[src/rtl/uart_tx_queue.sv]
// rtl/uart_tx_queue.sv - byte FIFO that feeds a UART transmitter through a start/ready handshake
// Macro UART_TXQ_STICKY_OVF_EN: overflow latches until reset instead of pulsing once per rejected push.
module uart_tx_queue #(
  parameter int DEPTH = 16,
  parameter int CW    = $clog2(DEPTH) + 1
) (
  input  logic          clk,
  input  logic          reset,
  input  logic          wr_en,
  input  logic [7:0]    wr_data,
  output logic          full,
  output logic          empty,
  output logic [CW-1:0] count,
  input  logic          uart_tx_rdy,
  output logic          uart_tx_start,
  output logic [7:0]    uart_data,
  output logic          overflow
);

  localparam int AW = $clog2(DEPTH);

  typedef enum logic [1:0] {
    IDLE,
    START,
    WAIT_BUSY,
    WAIT_DONE
  } state_t;

  state_t        state_q, state_d;
  logic [7:0]    mem_q [DEPTH];
  logic [AW-1:0] wr_ptr_q, wr_ptr_d;
  logic [AW-1:0] rd_ptr_q, rd_ptr_d;
  logic [CW-1:0] count_q, count_d;
  logic [7:0]    data_q, data_d;
  logic          tx_start_q, tx_start_d;
  logic          ovf_q, ovf_d;
  logic          push, pop, reject;

  // Acceptance looks only at the registered full flag, so a pop on the same
  // edge never frees a slot for a simultaneous push.
  assign full   = (count_q == CW'(DEPTH));
  assign empty  = (count_q == '0);
  assign push   = wr_en && !full;
  assign reject = wr_en && full;

  always_comb begin
    state_d = state_q;
    pop     = 1'b0;
    case (state_q)
      IDLE: begin
        if (!empty && uart_tx_rdy) begin
          pop     = 1'b1;
          state_d = START;
        end
      end
      START:     state_d = WAIT_BUSY;
      WAIT_BUSY: if (!uart_tx_rdy) state_d = WAIT_DONE;
      WAIT_DONE: if (uart_tx_rdy) state_d = IDLE;
      default:   state_d = IDLE;
    endcase
    // Registered start strobe: high exactly while the FSM sits in WAIT_BUSY.
    tx_start_d = (state_d == WAIT_BUSY);
  end

  always_comb begin
    wr_ptr_d = push ? wr_ptr_q + 1'b1 : wr_ptr_q;
    rd_ptr_d = pop ? rd_ptr_q + 1'b1 : rd_ptr_q;
    case ({push, pop})
      2'b10:   count_d = count_q + 1'b1;
      2'b01:   count_d = count_q - 1'b1;
      default: count_d = count_q;
    endcase
    data_d = pop ? mem_q[rd_ptr_q] : data_q;
`ifdef UART_TXQ_STICKY_OVF_EN
    ovf_d = ovf_q | reject;
`else
    ovf_d = reject;
`endif
  end

  always_ff @(posedge clk) begin
    if (push && !reset) begin
      mem_q[wr_ptr_q] <= wr_data;
    end
  end

  always_ff @(posedge clk) begin
    if (reset) begin
      state_q    <= IDLE;
      wr_ptr_q   <= '0;
      rd_ptr_q   <= '0;
      count_q    <= '0;
      data_q     <= 8'h00;
      tx_start_q <= 1'b0;
      ovf_q      <= 1'b0;
    end else begin
      state_q    <= state_d;
      wr_ptr_q   <= wr_ptr_d;
      rd_ptr_q   <= rd_ptr_d;
      count_q    <= count_d;
      data_q     <= data_d;
      tx_start_q <= tx_start_d;
      ovf_q      <= ovf_d;
    end
  end

  assign count         = count_q;
  assign uart_tx_start = tx_start_q;
  assign uart_data     = data_q;
  assign overflow      = ovf_q;

endmodule

[config.mk]
export PLATFORM = sky130hd
export DESIGN_NAME = uart_tx_queue
export DESIGN_NICKNAME = d
export VERILOG_FILES = /design/src/rtl/uart_tx_queue.sv
export SDC_FILE = /design/constraint.sdc
export NUM_CORES = 1
export LEC_CHECK = 0
export ABC_AREA = 1
export CAP_MARGIN = 15
export CORE_MARGIN = 2
export CORE_UTILIZATION = 61
export DETAILED_ROUTE_END_ITERATION = 8
export PLACE_DENSITY = 0.9
export SLEW_MARGIN = 20
export SYNTH_ARGS = -nofsm -noshare
export SYNTH_HDL_FRONTEND = slang
export SYNTH_SLANG_ARGS = --single-unit
export TNS_END_PERCENT = 50
[constraint.sdc]
create_clock -name clk -period 3.5 [get_ports clk]
set_input_delay 0.35 -clock clk [delete_from_list [all_inputs] [get_ports clk]]
set_output_delay 0.35 -clock clk [all_outputs]
set_load 0.005 [all_outputs]
# --- Word-level counts from Yosys, hierarchy flattened ---
# Memory sizes are Yosys's and may differ from the RTL's. A register that Yosys moved wholly into a read port is not among the register bits.
# Index checks and enable logic that the tools add are counted.
word_totals:
  wordCells: 37
  input_bits: 12
  mem_bits_rw: 128
  rom_bits: 0
  latch_bits: 0
  register_bits: 17
  memories: 1
  output_inout_bits: 17
memory_table:
  columns: ["memory", "depth", "word_bits", "read_ports", "rd_ports_with_merged_regs", "wr", "line", "rtl"]
  rows:
  - ["mem_q", 16, 8, 1, 1, 1, "30", "logic [7:0] mem_q [DEPTH];"]
classes:
  reduce_logical: 10
  eq_ne: 7
  n_shift: 0
  div: 0
  bitwise: 0
  n_lt_le_gt_ge: 0
  muxes: 9
  mul: 0
  add_sub_neg: 4
op_table:
  columns: ["op", "n"]
  rows:
  - ["5-bit one-hot mux with 2 select lines", 1]
  - ["4-bit by 1-bit adder with 4-bit output (second input constant)", 2]
  - ["2-bit == test (second input constant)", 4]
  - ["2-bit one-hot mux with 4 select lines", 1]
  - ["2-bit two-way mux", 3]
  - ["5-bit by 1-bit adder with 5-bit output (second input constant)", 1]
  - ["5-bit == test (second input constant)", 1]
  - ["5-bit zero test", 1]
  - ["5-bit by 1-bit subtractor with 5-bit output (second input constant)", 1]
  - ["2-bit by 1-bit == test with 1-bit output (second input constant)", 2]
  - ["1-bit logical AND", 4]
  - ["1-bit two-way mux", 4]
  - ["1-bit zero test", 3]
  - ["2-bit zero test", 1]
  - ["2-bit nonzero test", 1]

# --- Depth between registers and ports, before layout ---
logic_depth:
  word_depth: 7
  depth_mapped: 15
  ltp_nobuf: 14

# --- Worst setup path before layout ---
# Ideal clock, no wire load.
synth_path:
  kind: "reg2reg"
  start: "register count_q[0], in the netlist count[0]"
  end: "register count_q[4], in the netlist count[4]"
  arrival_ns: 2.073
  required_ns: 3.368
  setup_slack_ns: 1.294
  n_path_buf: 1
  path_stages_with_launch: 14
  synth_period_minus_slack_ns: 2.206
  setup_time_ns: 0.132
  path_cell_list: "dfxtp_1 > nor2_1 > nand4_1 > nand2_2 > inv_2 > buf_6 > ha_1 > fa_1 > a21oi_1 > nor2_1 > o21bai_1 > nand2_1 > nand2_1 > a21oi_1"
synth_via:
  elab_chain_len: 7
  elab_cells_between_ends: 14
  cone_classes: "2 x add/sub; 3 x eq/ne; 3 x mux; 6 x reduce/logical"
synth_rtl:
  columns: ["item", "line", "rtl"]
  rows:
  - ["start: declaration", "33", "logic [CW-1:0] count_q, count_d;"]
  - ["start signal: assignment", "100", "count_q <= count_d;"]
  - ["5-bit zero test (*)", "42", "assign empty = (count_q == '0);"]
  - ["1-bit zero test (*)", "51", "if (!empty && uart_tx_rdy) begin"]
  - ["1-bit logical AND (*)", "51", null]
  - ["1-bit two-way mux (*)", "51", null]
  - ["1-bit two-way mux (*)", "49", "case (state_q)"]
  - ["via pop", "37", "logic push, pop, reject;"]
  - ["2-bit by 1-bit == test with 1-bit output / 2-bit == test (equally long branches)", "68", "case ({push, pop})"]
  - ["5-bit one-hot mux with 2 select lines / 2-bit nonzero test (equally long branches)", null, null]
# The timed path passes the listed nets; every way through them passes the cells marked *.
# A chain may end at the register's enable or synchronous reset.

# --- Worst setup path in the final report ---
layout_path:
  start: "register count_q[0], in the netlist count[0]"
  end: "register count_q[3], in the netlist count[3]"
layout_via:
  elab_chain_len: 7
  elab_cells_between_ends: 14
  cone_classes: "2 x add/sub; 3 x eq/ne; 3 x mux; 6 x reduce/logical"
layout_rtl:
  columns: ["item", "line"]
  rows:
  - ["5-bit zero test", "42"]
  - ["1-bit zero test", "51"]
  - ["1-bit logical AND", "51"]
  - ["1-bit two-way mux", "51"]
  - ["1-bit two-way mux", "49"]
  - ["2-bit by 1-bit == test with 1-bit output / 2-bit == test (equally long branches)", "68"]
  - ["5-bit one-hot mux with 2 select lines / 2-bit nonzero test (equally long branches)", null]
# Parallel ways exist; a longest one is shown, timed or not.

==> impl_metrics.json <==
{
  "fin_tns_setup_ns": 0,
  "nFillCells": 704,
  "hold_depth": 3,
  "ctsResizeCount": 0,
  "cts_tree": "yes",
  "fin_util_pct": 70.7,
  "drive_above_1_share_pct": 6.13,
  "gp_congestion": 0.923,
  "antenna_left": 0,
  "worst_slack_ns": 0.892,
  "yosysSeqAreaShare_pct": 64.9,
  "path_clk_slew_ns": 0.06,
  "yosys-top-cells-area": "edfxtp_1 57%, nand2_1 13%, dfxtp_1 7.5%",
  "viasPerCell": 5.64,
  "dr.first_iter.drc_count": 647,
  "crit_fanout": 19,
  "status": "complete, no violations",
  "cts_sinks": 153,
  "drc": 0,
  "cts_buffers": 17,
  "die_w_um": 109,
  "tightest_slew_ns": 0.915,
  "initial_core_util_pct": 62.0,
  "insertion_delay_ns": 0.53,
  "ys_types": 26,
  "min_path_type": "input pin to flop",
  "grt_use_total_pct": 27.1,
  "vias": 4838,
  "hold_buffers": 0,
  "overflow": 0,
  "synth-seq-cells": 153,
  "r2r-end": "count[3]$_SDFFE_PP0P_",
  "fin_cells": 858,
  "timing_hold_violations_final": 0,
  "r2r-start": "count[0]$_SDFFE_PP0P_",
  "detail_route.first_pass.iterations": 6,
  "ff2ff_path_depth": 11,
  "relSlewSlack_pct": 39.0,
  "crit_type": "flop to flop",
  "layout.nets": 727,
  "dpl.cell_count": 826,
  "dp_slack_ns": 0.653,
  "cts.path.max_buffers": 2,
  "finalSetupViolCount": 0,
  "drv_cap": 0,
  "p_per_area_mw_per_mm2": 714,
  "grt_setup_unrepaired": "false",
  "crit_start": "count[0]$_SDFFE_PP0P_",
  "min_to": "overflow$_SDFF_PP0_",
  "antenna_found_initial": 0,
  "antenna_cells": 0,
  "grt_pass1_vias": 4582,
  "synth_top_area_share_pct": 57.4,
  "finClkSkew_ns": 0.0137,
  "crit_path_end_kind": "flop",
  "htree_num_levels": 4,
  "arrival_ns": 3.03,
  "syn_nets": 707,
  "ios": 29,
  "grt_max_degree": 68,
  "die_h_um": 109,
  "fin_crit_sh_pct": 74.5,
  "hp-start": "wr_en",
  "route.final.wire_length_mm": 15.0,
  "cts_setup_buffers": 0,
  "grt_pass1_wl_mm": 23.2,
  "p_total_mw": 5.45,
  "synth_top_cell_by_area": "edfxtp_1",
  "vdd_drop_max_uv": 459,
  "yosysWarnings": 0,
  "syn_area_mm2": 0.00670,
  "r2r_slack_ns": 0.89,
  "cts-root-buf": "clkbuf_8",
  "p_leak_nw": 3.22,
  "core_area_mm2": 0.0108,
  "die_area_mm2": 0.0118,
  "critPathRequiredTime_ns": 3.92,
  "area_growth_pct": 13.9,
  "dpl.hpwl_mm": 9.04,
  "synth_area_per_cell_um2": 9.77,
  "wl_per_cell_um": 17.5,
  "portBuffers": 28,
  "fmax_mhz": 383,
  "fin_crit_ns": 2.61,
  "drv_slew": 0,
  "critPathLaunchType": "flop",
  "num_rows": 38,
  "synthCells": 685
}
-- stage by stage --
step / area [µm²] / hold slack, ns
2_1_floorplan: 6700 / 0.449
3_3_place_gp: 7010 / 0.499
3_5_place_dp: 7010 / 0.516
4_1_cts: 7630 / 0.386
5_1_grt: 7630 / 0.403
6_report: 7630 / 0.407
-- routing by layer --
| layer | vias up | track usage, % | part of all wire (%) |
|---|---|---|---|
| met5 | - | 0 | 0 |
| met4 | 0 | 11.0 | 2.2 |
| met3 | 43 | 6.52 | 11 |
| met2 | 281 | 45.0 | 50 |
| met1 | 2267 | 34.4 | 37 |
| li1 | 2247 | - | - |
-- area by class of cell --
cell class	instances	area, µm²	area share (%)
clock buffers	23	477	6.25
clock inverters	9	145	1.90
inverters	99	373	4.89
multi-input cells	403	1810	23.7
flip-flops and latches	153	4350	57.0
well taps	140	175	2.30
repair buffers	31	303	3.97
-- logic make-up (layout without fill, tap and decap cells) --
| kind of cell | Yosys count | in the layout | synth area share (%) |
|---|---|---|---|
| AOI/OAI and AO/OA | 17 | 17 | 1.42 |
| adders and majority gates | 10 | 10 | 1.98 |
| DFF | 153 | 153 | 64.9 |
| xor gates and xnor gates | 6 | 6 | 0.785 |
| buffers and inverters | 129 | 162 | 8.07 |
| and+or+nand+nor | 370 | 370 | 22.9 |
-- Yosys cell counts, drive strengths merged --
cell type  instances
dfxtp             25
nor3               4
nor3b              2
nor4               1
o21ai              5
nand2            225
fa                 1
ha                 9
clkbuf             6
buf               24
a211oi             3
or2                1
o21bai             1
inv               99
nand3             91
edfxtp           128
a21oi              8
xor2               6
nand4              2
nor2              44
-- worst max-delay path, cell delays in order, from the launching register on --
cell     delay (ns)
dfxtp_1        0.45
nor2_1         0.10
nand4_1        0.14
nand2_2        0.13
inv_2          0.29
ha_1           0.36
ha_1           0.33
a21oi_1        0.16
nand2_1        0.08
xor2_1         0.16
o21ai_0        0.23
inv_1          0.06
-- state kept, by name (all words and copies together) (netlist names) --
name / cells
mem_q: 128
uart_data: 8
count: 5
rd_ptr_q: 4
wr_ptr_q: 4
state_q: 2
overflow: 1
uart_tx_start: 1
-- worst max path at each step --
stage / to / cells after the start
global placement: count[3]$_SDFFE_PP0P_ / 12
finish: count[3]$_SDFFE_PP0P_ / 11
detailed placement: count[3]$_SDFFE_PP0P_ / 12
floorplan: count[4]$_SDFFE_PP0P_ / 13
global route: count[3]$_SDFFE_PP0P_ / 11
CTS: count[3]$_SDFFE_PP0P_ / 11
-- report_power, final --
part / switching, mW / internal, mW / leakage (nW) / total [mW]
Combinational: 0.901 / 0.491 / 1.55 / 1.39
Sequential: 0.0707 / 2.08 / 1.36 / 2.15
Clock: 0.680 / 1.23 / 0.312 / 1.91
Total: 1.65 / 3.80 / 3.22 / 5.45
-- layout by cell type (no fill, tap or decap), types with 3 or more instances in the layout --
master and count:
bufinv_16 4, nand3_1 91, nand2_1 223, o21ai_0 4, dfxtp_1 24, xor2_1 6
a21oi_1 8, ha_1 9, inv_1 91, nor3_1 4, clkinv_2 6, clkdlybuf4s50_1 28
buf_4 3, a211oi_1 3, clkbuf_16 16, nor2_1 44, clkbuf_8 5, edfxtp_1 128
inv_2 7
Note: power is estimated with default switching activity, not from simulation.
